File: src/rtl/mc_ctrl_if.sv
// mc_ctrl_if: control/memory handshake bundle between mc_ctrl and the datapath.
// master = controller side, slave = datapath/memory side.
interface mc_ctrl_if #(
    parameter int CNT_W = 32
);
    logic [31:0]      ins;
    logic             mem_ready;
    logic             memRd;
    logic             memWr;
    logic             iorD;
    logic             irWr;
    logic             pcWr;
    logic             pcWrCond;
    logic [1:0]       pcSrc;
    logic             aluSrcA;
    logic [1:0]       aluSrcB;
    logic [3:0]       aluCtr;
    logic             extOp;
    logic             regDst;
    logic             memtoReg;
    logic             regWr;
    logic [CNT_W-1:0] retired;
    logic             err;
    logic [1:0]       err_code;

    modport master (
        input  ins, mem_ready,
        output memRd, memWr, iorD, irWr, pcWr, pcWrCond, pcSrc,
        output aluSrcA, aluSrcB, aluCtr, extOp, regDst, memtoReg,
        output regWr, retired, err, err_code
    );

    modport slave (
        output ins, mem_ready,
        input  memRd, memWr, iorD, irWr, pcWr, pcWrCond, pcSrc,
        input  aluSrcA, aluSrcB, aluCtr, extOp, regDst, memtoReg,
        input  regWr, retired, err, err_code
    );
endinterface

File: src/rtl/mc_ctrl.sv
// mc_ctrl: multi-cycle MIPS control FSM over a shared ALU and unified memory.
// Define MCTRL_IMM_EN to add the ADDI/ORI immediate instructions.
module mc_ctrl #(
    parameter int CNT_W       = 32,
    parameter int MEM_TIMEOUT = 0
) (
    input  logic      clk,
    input  logic      rst,
    mc_ctrl_if.master bus
);

    localparam int TO_W = (MEM_TIMEOUT > 0) ? $clog2(MEM_TIMEOUT + 1) : 1;

    localparam logic [5:0] OP_R    = 6'b000000;
    localparam logic [5:0] OP_LW   = 6'b100011;
    localparam logic [5:0] OP_SW   = 6'b101011;
    localparam logic [5:0] OP_BEQ  = 6'b000100;
    localparam logic [5:0] OP_J    = 6'b000010;
    localparam logic [5:0] OP_ADDI = 6'b001000;
    localparam logic [5:0] OP_ORI  = 6'b001101;

    localparam logic [5:0] F_ADD = 6'b100000;
    localparam logic [5:0] F_SUB = 6'b100010;
    localparam logic [5:0] F_AND = 6'b100100;
    localparam logic [5:0] F_OR  = 6'b100101;
    localparam logic [5:0] F_SLT = 6'b101010;

    typedef enum logic [3:0] {
        S_IDLE,
        S_FETCH,
        S_DECODE,
        S_MEM_ADDR,
        S_MEM_READ,
        S_MEM_WRITE,
        S_MEM_WB,
        S_EXEC,
        S_R_WB,
        S_BRANCH,
        S_JUMP,
        S_IMM_EXEC,
        S_IMM_WB,
        S_HALT
    } state_t;

    typedef struct packed {
        logic       memRd;
        logic       memWr;
        logic       iorD;
        logic       pcWr;
        logic       pcWrCond;
        logic [1:0] pcSrc;
        logic       aluSrcA;
        logic [1:0] aluSrcB;
        logic [3:0] aluCtr;
        logic       extOp;
        logic       regDst;
        logic       memtoReg;
        logic       regWr;
    } ctl_t;

    state_t          r_state;
    ctl_t            r_ctl;
    logic [CNT_W-1:0] r_retired;
    logic            r_err;
    logic [1:0]      r_err_code;
    logic [TO_W-1:0] r_to_cnt;

    state_t     w_next;
    logic [1:0] w_code;
    logic [5:0] w_op;
    logic [5:0] w_func;
    logic       w_func_ok;
    logic [3:0] w_func_alu;
    logic       w_wait;
    logic       w_timeout;
    logic       w_retire;
    logic       w_fetch_go;
    logic       w_unused;

    assign w_op     = bus.ins[31:26];
    assign w_func   = bus.ins[5:0];
    assign w_unused = ^bus.ins[25:6];

    assign w_wait = (r_state == S_FETCH) ||
                    (r_state == S_MEM_READ) ||
                    (r_state == S_MEM_WRITE);

    // A ready in the same cycle the limit is hit still completes the access.
    assign w_timeout = (MEM_TIMEOUT != 0) && w_wait &&
                       !bus.mem_ready &&
                       (r_to_cnt == TO_W'(MEM_TIMEOUT));

    assign w_retire = (w_next == S_FETCH) &&
                      (r_state != S_FETCH) &&
                      (r_state != S_IDLE);

    assign w_fetch_go = (r_state == S_FETCH) && bus.mem_ready;

    always_comb begin
        w_func_ok  = 1'b1;
        w_func_alu = 4'b0001;
        case (w_func)
            F_ADD:   w_func_alu = 4'b0001;
            F_SUB:   w_func_alu = 4'b1001;
            F_AND:   w_func_alu = 4'b0010;
            F_OR:    w_func_alu = 4'b0011;
            F_SLT:   w_func_alu = 4'b1011;
            default: w_func_ok  = 1'b0;
        endcase
    end

    always_comb begin
        w_next = r_state;
        w_code = 2'b00;
        case (r_state)
            S_IDLE: w_next = S_FETCH;
            S_FETCH: begin
                if (bus.mem_ready) begin
                    w_next = S_DECODE;
                end else if (w_timeout) begin
                    w_next = S_HALT;
                    w_code = 2'b11;
                end
            end
            S_DECODE: begin
                case (w_op)
                    OP_R: begin
                        if (w_func_ok) begin
                            w_next = S_EXEC;
                        end else begin
                            w_next = S_HALT;
                            w_code = 2'b10;
                        end
                    end
                    OP_LW,
                    OP_SW:  w_next = S_MEM_ADDR;
                    OP_BEQ: w_next = S_BRANCH;
                    OP_J:   w_next = S_JUMP;
`ifdef MCTRL_IMM_EN
                    OP_ADDI,
                    OP_ORI: w_next = S_IMM_EXEC;
`endif
                    default: begin
                        w_next = S_HALT;
                        w_code = 2'b01;
                    end
                endcase
            end
            S_MEM_ADDR: begin
                w_next = (w_op == OP_SW) ? S_MEM_WRITE
                                         : S_MEM_READ;
            end
            S_MEM_READ: begin
                if (bus.mem_ready) begin
                    w_next = S_MEM_WB;
                end else if (w_timeout) begin
                    w_next = S_HALT;
                    w_code = 2'b11;
                end
            end
            S_MEM_WRITE: begin
                if (bus.mem_ready) begin
                    w_next = S_FETCH;
                end else if (w_timeout) begin
                    w_next = S_HALT;
                    w_code = 2'b11;
                end
            end
            S_EXEC:     w_next = S_R_WB;
            S_IMM_EXEC: w_next = S_IMM_WB;
            S_MEM_WB,
            S_R_WB,
            S_BRANCH,
            S_JUMP,
            S_IMM_WB:   w_next = S_FETCH;
            S_HALT:     w_next = S_HALT;
            default:    w_next = S_IDLE;
        endcase
    end

    // Outputs are decoded from the next state so they register with it.
    function automatic ctl_t f_ctl(
        state_t     s,
        logic [5:0] op,
        logic [3:0] falu
    );
        ctl_t c;
        c = '0;
        case (s)
            S_FETCH: begin
                c.memRd   = 1'b1;
                c.aluSrcB = 2'b01;
                c.aluCtr  = 4'b0001;
            end
            S_DECODE: begin
                c.aluSrcB = 2'b11;
                c.aluCtr  = 4'b0001;
                c.extOp   = 1'b1;
            end
            S_MEM_ADDR: begin
                c.aluSrcA = 1'b1;
                c.aluSrcB = 2'b10;
                c.aluCtr  = 4'b0001;
                c.extOp   = 1'b1;
            end
            S_MEM_READ: begin
                c.memRd = 1'b1;
                c.iorD  = 1'b1;
            end
            S_MEM_WRITE: begin
                c.memWr = 1'b1;
                c.iorD  = 1'b1;
            end
            S_MEM_WB: begin
                c.regWr    = 1'b1;
                c.memtoReg = 1'b1;
            end
            S_EXEC: begin
                c.aluSrcA = 1'b1;
                c.aluCtr  = falu;
            end
            S_R_WB: begin
                c.regWr  = 1'b1;
                c.regDst = 1'b1;
            end
            S_BRANCH: begin
                c.aluSrcA  = 1'b1;
                c.aluCtr   = 4'b1001;
                c.pcWrCond = 1'b1;
                c.pcSrc    = 2'b01;
            end
            S_JUMP: begin
                c.pcWr  = 1'b1;
                c.pcSrc = 2'b10;
            end
            S_IMM_EXEC: begin
                c.aluSrcA = 1'b1;
                c.aluSrcB = 2'b10;
                if (op == OP_ORI) begin
                    c.aluCtr = 4'b0011;
                    c.extOp  = 1'b0;
                end else if (op == OP_ADDI) begin
                    c.aluCtr = 4'b0001;
                    c.extOp  = 1'b1;
                end
            end
            S_IMM_WB: c.regWr = 1'b1;
            default: ;
        endcase
        return c;
    endfunction

    always_ff @(posedge clk or posedge rst) begin
        if (rst) begin
            r_state    <= S_IDLE;
            r_ctl      <= '0;
            r_retired  <= '0;
            r_err      <= 1'b0;
            r_err_code <= 2'b00;
            r_to_cnt   <= '0;
        end else begin
            r_state <= w_next;
            r_ctl   <= f_ctl(w_next, w_op, w_func_alu);
            if (w_retire) begin
                r_retired <= r_retired + CNT_W'(1);
            end
            if ((w_next == S_HALT) && (r_state != S_HALT)) begin
                r_err      <= 1'b1;
                r_err_code <= w_code;
            end
            if (w_next != r_state) begin
                r_to_cnt <= '0;
            end else if (w_wait && !bus.mem_ready) begin
                r_to_cnt <= r_to_cnt + TO_W'(1);
            end
        end
    end

    assign bus.memRd    = r_ctl.memRd;
    assign bus.memWr    = r_ctl.memWr;
    assign bus.iorD     = r_ctl.iorD;
    assign bus.irWr     = w_fetch_go;
    assign bus.pcWr     = r_ctl.pcWr | w_fetch_go;
    assign bus.pcWrCond = r_ctl.pcWrCond;
    assign bus.pcSrc    = r_ctl.pcSrc;
    assign bus.aluSrcA  = r_ctl.aluSrcA;
    assign bus.aluSrcB  = r_ctl.aluSrcB;
    assign bus.aluCtr   = r_ctl.aluCtr;
    assign bus.extOp    = r_ctl.extOp;
    assign bus.regDst   = r_ctl.regDst;
    assign bus.memtoReg = r_ctl.memtoReg;
    assign bus.regWr    = r_ctl.regWr;
    assign bus.retired  = r_retired;
    assign bus.err      = r_err;
    assign bus.err_code = r_err_code;

endmodule

File: src/flat_wrapper.sv
// flat-port wrapper written by rule: the top's interface ports become plain ports
module mc_ctrl_flat 
#(
    parameter int CNT_W       = 32,
    parameter int MEM_TIMEOUT = 0
)
  (clk, rst, bus_ins, bus_mem_ready, bus_memRd, bus_memWr, bus_iorD, bus_irWr, bus_pcWr, bus_pcWrCond, bus_pcSrc, bus_aluSrcA, bus_aluSrcB, bus_aluCtr, bus_extOp, bus_regDst, bus_memtoReg, bus_regWr, bus_retired, bus_err, bus_err_code);
  mc_ctrl_if #(.CNT_W(CNT_W)) bus_i ();
  input  logic clk;
  input  logic rst;
  input wire logic [$bits(bus_i.ins)-1:0] bus_ins;
  input wire logic [$bits(bus_i.mem_ready)-1:0] bus_mem_ready;
  output wire logic [$bits(bus_i.memRd)-1:0] bus_memRd;
  output wire logic [$bits(bus_i.memWr)-1:0] bus_memWr;
  output wire logic [$bits(bus_i.iorD)-1:0] bus_iorD;
  output wire logic [$bits(bus_i.irWr)-1:0] bus_irWr;
  output wire logic [$bits(bus_i.pcWr)-1:0] bus_pcWr;
  output wire logic [$bits(bus_i.pcWrCond)-1:0] bus_pcWrCond;
  output wire logic [$bits(bus_i.pcSrc)-1:0] bus_pcSrc;
  output wire logic [$bits(bus_i.aluSrcA)-1:0] bus_aluSrcA;
  output wire logic [$bits(bus_i.aluSrcB)-1:0] bus_aluSrcB;
  output wire logic [$bits(bus_i.aluCtr)-1:0] bus_aluCtr;
  output wire logic [$bits(bus_i.extOp)-1:0] bus_extOp;
  output wire logic [$bits(bus_i.regDst)-1:0] bus_regDst;
  output wire logic [$bits(bus_i.memtoReg)-1:0] bus_memtoReg;
  output wire logic [$bits(bus_i.regWr)-1:0] bus_regWr;
  output wire logic [$bits(bus_i.retired)-1:0] bus_retired;
  output wire logic [$bits(bus_i.err)-1:0] bus_err;
  output wire logic [$bits(bus_i.err_code)-1:0] bus_err_code;
  assign bus_i.ins = bus_ins;
  assign bus_i.mem_ready = bus_mem_ready;
  assign bus_memRd = bus_i.memRd;
  assign bus_memWr = bus_i.memWr;
  assign bus_iorD = bus_i.iorD;
  assign bus_irWr = bus_i.irWr;
  assign bus_pcWr = bus_i.pcWr;
  assign bus_pcWrCond = bus_i.pcWrCond;
  assign bus_pcSrc = bus_i.pcSrc;
  assign bus_aluSrcA = bus_i.aluSrcA;
  assign bus_aluSrcB = bus_i.aluSrcB;
  assign bus_aluCtr = bus_i.aluCtr;
  assign bus_extOp = bus_i.extOp;
  assign bus_regDst = bus_i.regDst;
  assign bus_memtoReg = bus_i.memtoReg;
  assign bus_regWr = bus_i.regWr;
  assign bus_retired = bus_i.retired;
  assign bus_err = bus_i.err;
  assign bus_err_code = bus_i.err_code;
  mc_ctrl #(.CNT_W(CNT_W), .MEM_TIMEOUT(MEM_TIMEOUT)) u_core (.clk(clk), .rst(rst), .bus(bus_i));
endmodule
File: config.mk
export PLATFORM = sky130hd
export DESIGN_NAME = mc_ctrl_flat
export DESIGN_NICKNAME = d
export VERILOG_FILES = /design/src/rtl/mc_ctrl_if.sv /design/src/rtl/mc_ctrl.sv /design/src/flat_wrapper.sv
export SDC_FILE = /design/constraint.sdc
export NUM_CORES = 1
export LEC_CHECK = 0
export ABC_AREA = 1
export CORE_MARGIN = 2
export CORE_UTILIZATION = 40
export CTS_CLUSTER_SIZE = 28
export DETAILED_ROUTE_END_ITERATION = 7
export PLACE_DENSITY = 0.79
export SLEW_MARGIN = 0
export SYNTH_ARGS = -nofsm -noshare
export SYNTH_HDL_FRONTEND = slang
export SYNTH_SLANG_ARGS = --single-unit
File: constraint.sdc
create_clock -name clk -period 1.8 [get_ports clk]
set_input_delay 0.36 -clock clk [delete_from_list [all_inputs] [get_ports clk]]
set_output_delay 0.36 -clock clk [all_outputs]
set_load 0.01 [all_outputs]
==> run metrics, run 1 <==
status=finished with violations; failing checks=negative setup slack; # IOs=89; Psw=0.493 mW; Logic pwr share=4.4%; DP HPWL=6940 um; die height=97.3 um; grt ovf=0; RSZ-0062 raised after global routing=true; VDD IR-drop max=273 uV; Seq/Total Area, Yosys=39.5%; full die area=9460 um2; final hold vios=0; CP peak stage delay=460 ps; first-pass GRT wire length=16700 um; Met2 Wirelength=5680 um; flops & latches, synth=55; Layout Skew=6.66 ps; DRT met1 WL=4250 um; Routed Antenna Nets=0; crit path max fanout=16; vias in the first global route=3538; RePlAce Congestion=0.983; Starting Density=40.5%; most frequent cells in the layout=115 x nand2_1, 56 x clkdlybuf4s50_1, 49 x buf_4, 49 x dfrtp_1, 37 x nor2_1; initial antenna violation count=0; Sw Ratio=21.2%; layout cells sized above 1=34.7%; Clock Latency Late Sink=310 ps; crit path buf inv count=5; Leak=2.59 nW; final setup fails=46; Mapped Avg Cell Area=7.53 um2; delay-heaviest family, CP=buffers and inverters; DP Area=4550 um2; clock buffer depth=2; CP Capture Type=flip-flop; Fin Setup TNS=-8340 ps; yosys warns=0; Slew Viols, Final=0; Period minus WS final=2030 ps; largest net degree at the start of global routing=33; Mapped Cells=462; drt drc=0; final instance area=5400 um2; pre-CTS setup slack=-646 ps; PD cells=430 nW/um2; commonest non-fill, non-tap cell in the layout=nand2_1; clk sink count=55; clock group share of total power=42.5%; Critical Path RT=2010 ps; DRT iter0 DRCs=236; final critical-path share of the clock period=113%; DRT Wirelength=11100 um; via count=3654; met3 wire len=731 um; cell area after synthesis=3480 um2; 1st-pass router iterations=4; Antenna Cells=0; Internal Power=1.83 mW; # hold bufs at CTS=0; biggest area consumer among synthesized cells=dfrtp_1; register share of total power=53.1%; most frequent CP cell=buf_6; CTS tree=yes; Root Buffer=clkbuf_8; post-synthesis cell type count=35; Global Route Usage Sum=21.4%; Arrival @ worst endpoint=2250 ps; Synth top area share=39.5%; buffers added on ports=67; Worst Hold Class=input pin to asynchronous set/reset pin; vias per std cell=5.21; H-tree Lvls=2; NumNets Final=628; crit path launch type=flip-flop; P&R area growth vs syn=55.1%; Max-Cap Viols=0; Max Used Layer=met4; hold_ws=363 ps; Fmax=492 MHz; clock-pin slew of the registers on the worst-case setup and hold paths=100 ps; final setup margin=-233 ps; CP Class=flip-flop to flip-flop; WL per Instance=15.8 um; CP Cell Sequence=buf_6, buf_6, nand2_4, nor2_4, a21oi_2, nand2_2, clkinv_2, nand2_4, nor2_4, buf_6, nand4_4, clkbuf_16, nand2_1, nand2_1; Die Wd=97.3 um; total CTS buffers=5; Synth area leaders=dfrtp_1 40%, nand2_1 16%, nand3_2 6.0%; row count=34; Critical-path top delay cell=dfrtp_2; Net Count, Synth=498; Core ar.=8590 um2
-- state kept, by name (all words and copies together), names as in the netlist, 2 cells and up --
signal and flops:
u_core.bus.err_code 2, u_core.bus.retired 32, u_core.bus.pcSrc 2, u_core.bus.aluCtr 3
u_core.r_state 4, u_core.bus.aluSrcB 2
-- power groups by stage --
stage                     Clock (mW)  Combinational, mW  Sequential [mW]
after global placement             0             0.0905             1.26
after floorplan                    0             0.0373             1.26
after detailed placement           0             0.0949             1.26
after CTS                      0.999             0.0965             1.23
final                          0.987              0.103             1.23
after global routing            1.05              0.114             1.24
-- repair_timing --
item                                   CTS  global route
endpoints found under the hold margin    0             0
pin swaps                               11            23
resized for setup                       42           110
cloned                                   2             2
setup endpoints to repair               47            53
buffers inserted                        14             6
-- layer usage --
| layer | up-vias | GRT usage [%] |
|---|---|---|
| met5 | - | 0 |
| met4 | 0 | 8.44 |
| met3 | 44 | 4.32 |
| met2 | 160 | 38.9 |
| met1 | 1737 | 24.6 |
| li1 | 1713 | - |
-- worst reg2reg max path: stages (launching register included) --
cell and delay [ps]:
dfrtp_2 460, buf_6 150, buf_6 120, nand2_4 60
nor2_4 30, a21oi_2 160, nand2_2 70, clkinv_2 60
nand2_4 50, nor2_4 140, buf_6 120, nand4_4 150
clkbuf_16 230, nand2_1 60, nand2_1 50
-- path summary, 6_finish.rpt --
| kind | from | endpoint | slack, ps | cells past startpoint |
|---|---|---|---|---|
| max | u_core.r_state[2]$_DFF_PP0_ | u_core.bus.retired[17]$_DFFE_PP0P_ | -230 | 14 |
| min | rst | u_core.bus.retired[25]$_DFFE_PP0P_ | 360 | 2 |
| max reg2reg | u_core.r_state[2]$_DFF_PP0_ | u_core.bus.retired[17]$_DFFE_PP0P_ | -230 | 14 |
| min reg2reg | u_core.bus.err$_DFFE_PP0P_ | u_core.bus.err$_DFFE_PP0P_ | 480 | 1 |
| max in group asynchronous | rst | u_core.r_state[3]$_DFF_PP0_ | 960 | 3 |
| min in group clk | u_core.bus.err$_DFFE_PP0P_ | u_core.bus.err$_DFFE_PP0P_ | 480 | 1 |
-- logic make-up after synthesis --
group                    share of synthesized area, %
buffers and inverters                            9.63
flip-flops                                       39.5
other                                           0.108
adder cells (fa/ha/maj)                         0.359
AND/OR/NAND/NOR                                  41.1
XOR/XNOR                                         7.30
AO/OA/AOI/OAI                                    1.94
-- through the flow --
step,total power [mW],instances,utilization [%]
after floorplan,1.30,462,-
after global placement,1.35,669,53.0
after detailed placement,1.35,669,53.0
after CTS,2.33,693,57.5
after global routing,2.40,701,62.8
final,2.32,701,62.8
-- synth_stat cells, drive strengths merged --
cell type and n:
and2 1, and3 1, xnor2 12, xor2 17, inv 48, nor4 1, a21oi 3, ha 1
nor3 18, nand2 153, buf 17, nand3b 1, dfrtp 55, conb 1, clkinv 1, nand4 8
nand3 59, nor2 54, o211ai 2, o21ai 6, or2 3
-- layout make-up --
class	count	area (um2)
clock buffers	5	68.8
clock inverters	3	67.6
fillers	679	3190
inverters	49	200
multi-input cells	342	2140
flip-flops and latches	55	1380
well taps	108	135
repair buffers	139	1400
Note: power is estimated with default switching activity, not from simulation.
==> run 2: changes to the inputs <==
SLEW_MARGIN = 20   (was 0)
==> results of run 2 <==
Same layout as run 1: the final DEF is identical, and so are final timing and power.
==> run 3: changes to the inputs <==
PLACE_DENSITY = 0.76   (was 0.79)
clock period = 2.4 ns   (was 1.8 ns; I/O delays follow)
==> run metrics, run 3 (same netlist as run 1, synthesis figures left out) <==
initial antenna violation count=0 (unchanged); Starting Density=40.5% (unchanged); NumNets Final=567 (-9.7%); Clock Latency Late Sink=320 ps (about the same); Critical Path RT=1920 ps (-90 ps); CP Cell Sequence=nor2_4, inv_2, nor2_1, nand2_1, inv_1, clkdlybuf4s50_1; WL per Instance=12.9 um (-19%); worst setup path end=bus_irWr; CP Capture Type=primary output; Root Buffer=clkbuf_8; DRT iter0 DRCs=138 (-42%); final setup fails=0 (-100%); Max-Cap Viols=0 (unchanged); Worst Hold Class=flip-flop to flip-flop; clk sink count=55 (unchanged); FF-to-FF setup slack=400 ps (+630 ps); most frequent cells in the layout=151 x nand2_1, 66 x clkdlybuf4s50_1, 52 x dfrtp_1; full die area=9460 um2 (unchanged); Layout Skew=5.93 ps (-0.731 ps); hold_sp=u_core.bus.err$_DFFE_PP0P_; crit path launch type=flip-flop; clock buffer depth=2 (unchanged); Slew headroom=66.0%; clock-pin slew of the registers on the worst-case setup and hold paths=100 ps (about the same); PD cells=393 nW/um2 (-8.8%); pre-CTS setup slack=-27.1 ps (+619 ps); DP Area=4250 um2 (-6.8%); buffers added on ports=67 (unchanged); CP peak stage delay=540 ps (+80 ps); via count=3101 (-15%); total CTS buffers=5 (unchanged); Arrival @ worst endpoint=1760 ps (-490 ps); Worst Reg-to-Reg Cells=13 (-1); Die Wd=97.3 um (unchanged); layout cells sized above 1=12.0% (-23 points); Fmax=447 MHz; status=finished clean; DP HPWL=6340 um (-8.6%); grt ovf=0 (unchanged); max reg flops=32 (unchanged); CTS tree=yes; largest net degree at the start of global routing=33 (unchanged); die height=97.3 um (unchanged); CP Class=flip-flop to primary output; vias per std cell=4.85 (-7.0%); Slew Viols, Final=0 (unchanged); 1st-pass router iterations=4 (unchanged); Core ar.=8590 um2 (unchanged); drt drc=0 (unchanged); H-tree Lvls=2 (unchanged); RePlAce Congestion=0.981 (-0.21%); final hold vios=0 (unchanged); VDD IR-drop max=185 uV (-32%); Period minus WS final=2240 ps; row count=34 (unchanged); RSZ-0062 raised after global routing=false; reg-to-reg startpoint=u_core.r_state[1]$_DFF_PP0_; DRT Wirelength=8240 um (-26%); final setup margin=164 ps (+397 ps); dpl cells=628 (-6.1%); Util after Layout=51.5% (-11 points); Leak=2.16 nW (-17%); CP startpoint=u_core.r_state[3]$_DFF_PP0_; final critical-path share of the clock period=93.2%; final instance area=4420 um2 (-18%); crit path max fanout=4 (-12); Non-Filler Instances=640 (-8.7%); commonest non-fill, non-tap cell in the layout=nand2_1; first-pass GRT wire length=14200 um (-15%); P&R area growth vs syn=27.1%; # IOs=89 (unchanged); Global Route Usage Sum=18.0% (-3.4 points); Routed Antenna Nets=0 (unchanged); Antenna Cells=0 (unchanged); Critical-path top delay cell=clkdlybuf4s50_1; vias in the first global route=3061 (-13%); worst-margin pin slew=510 ps; r2r endpoint=u_core.bus.retired[10]$_DFFE_PP0P_
-- run 3: cell types whose count changed in the layout (fill, tap and decap cells not counted), sizes merged --
cell | previous run | this run
dlygate4sd2 | 5 | 0
buf | 72 | 12
clkbuf | 7 | 5
nor2 | 55 | 54
dlymetal6s2s | 4 | 1
clkdlybuf4s50 | 56 | 66
-- run 3: worst min-delay path by stage --
| stage | depth (start not counted) | slack [ps] | to |
|---|---|---|---|
| 2_1_floorplan | 1 | 510 | u_core.bus.err$_DFFE_PP0P_ |
| 3_3_place_gp | 1 | 460 | u_core.bus.err$_DFFE_PP0P_ |
| 3_5_place_dp | 1 | 460 | u_core.bus.err$_DFFE_PP0P_ |
| 4_1_cts | 1 | 490 | u_core.bus.err$_DFFE_PP0P_ |
| 5_1_grt | 1 | 490 | u_core.bus.err$_DFFE_PP0P_ |
| 6_report | 1 | 490 | u_core.bus.err$_DFFE_PP0P_ |
-- run 3: final cells by class --
cell class / instances / area [um2]
clock inverters: 3 / 67.6
multi-input cells: 341 / 1770
repair buffers: 79 / 813
flip-flops and latches: 55 / 1380
fillers: 808 / 4170
inverters: 49 / 185
well taps: 108 / 135
clock buffers: 5 / 68.8
-- run 3: critical path: cells and delay by family (launching register included) --
kind                   cells  cell delay [ps]
AND/OR/NAND/NOR            3              320
flip-flops                 1              450
buffers and inverters      3              680
-- run 3: repair_timing --
action | in CTS | in global routing
pin swaps | 0 | 0
endpoints found under the setup margin | 1 | 1
setup buffers | 0 | 4
gates resized for setup | 2 | 3
hold buffers | 0 | 0
-- run 3: routing by layer --
layer  vias up  GRT usage (%)  wire [um]
met2        79           32.1       4150
li1       1583              -          -
met1      1426           21.5       3450
met3        13           4.39        453
met5         -              0          0
met4         0           5.56        185
-- run 3: through the flow --
stage,TNS [ps],power [mW],hold slack (ps)
floorplan,0,0.973,512
global placement,0,1.01,458
detailed placement,-62.4,1.01,459
CTS,0,1.75,489
global route,0,1.79,494
finish,0,1.74,487
-- run 3: report_power, final --
group          leakage [nW]  switching [mW]  internal (mW)  total, mW
Clock                0.0644           0.330          0.416      0.746
Combinational          1.34          0.0359         0.0287     0.0647
Sequential            0.751       0.0000873          0.926      0.926
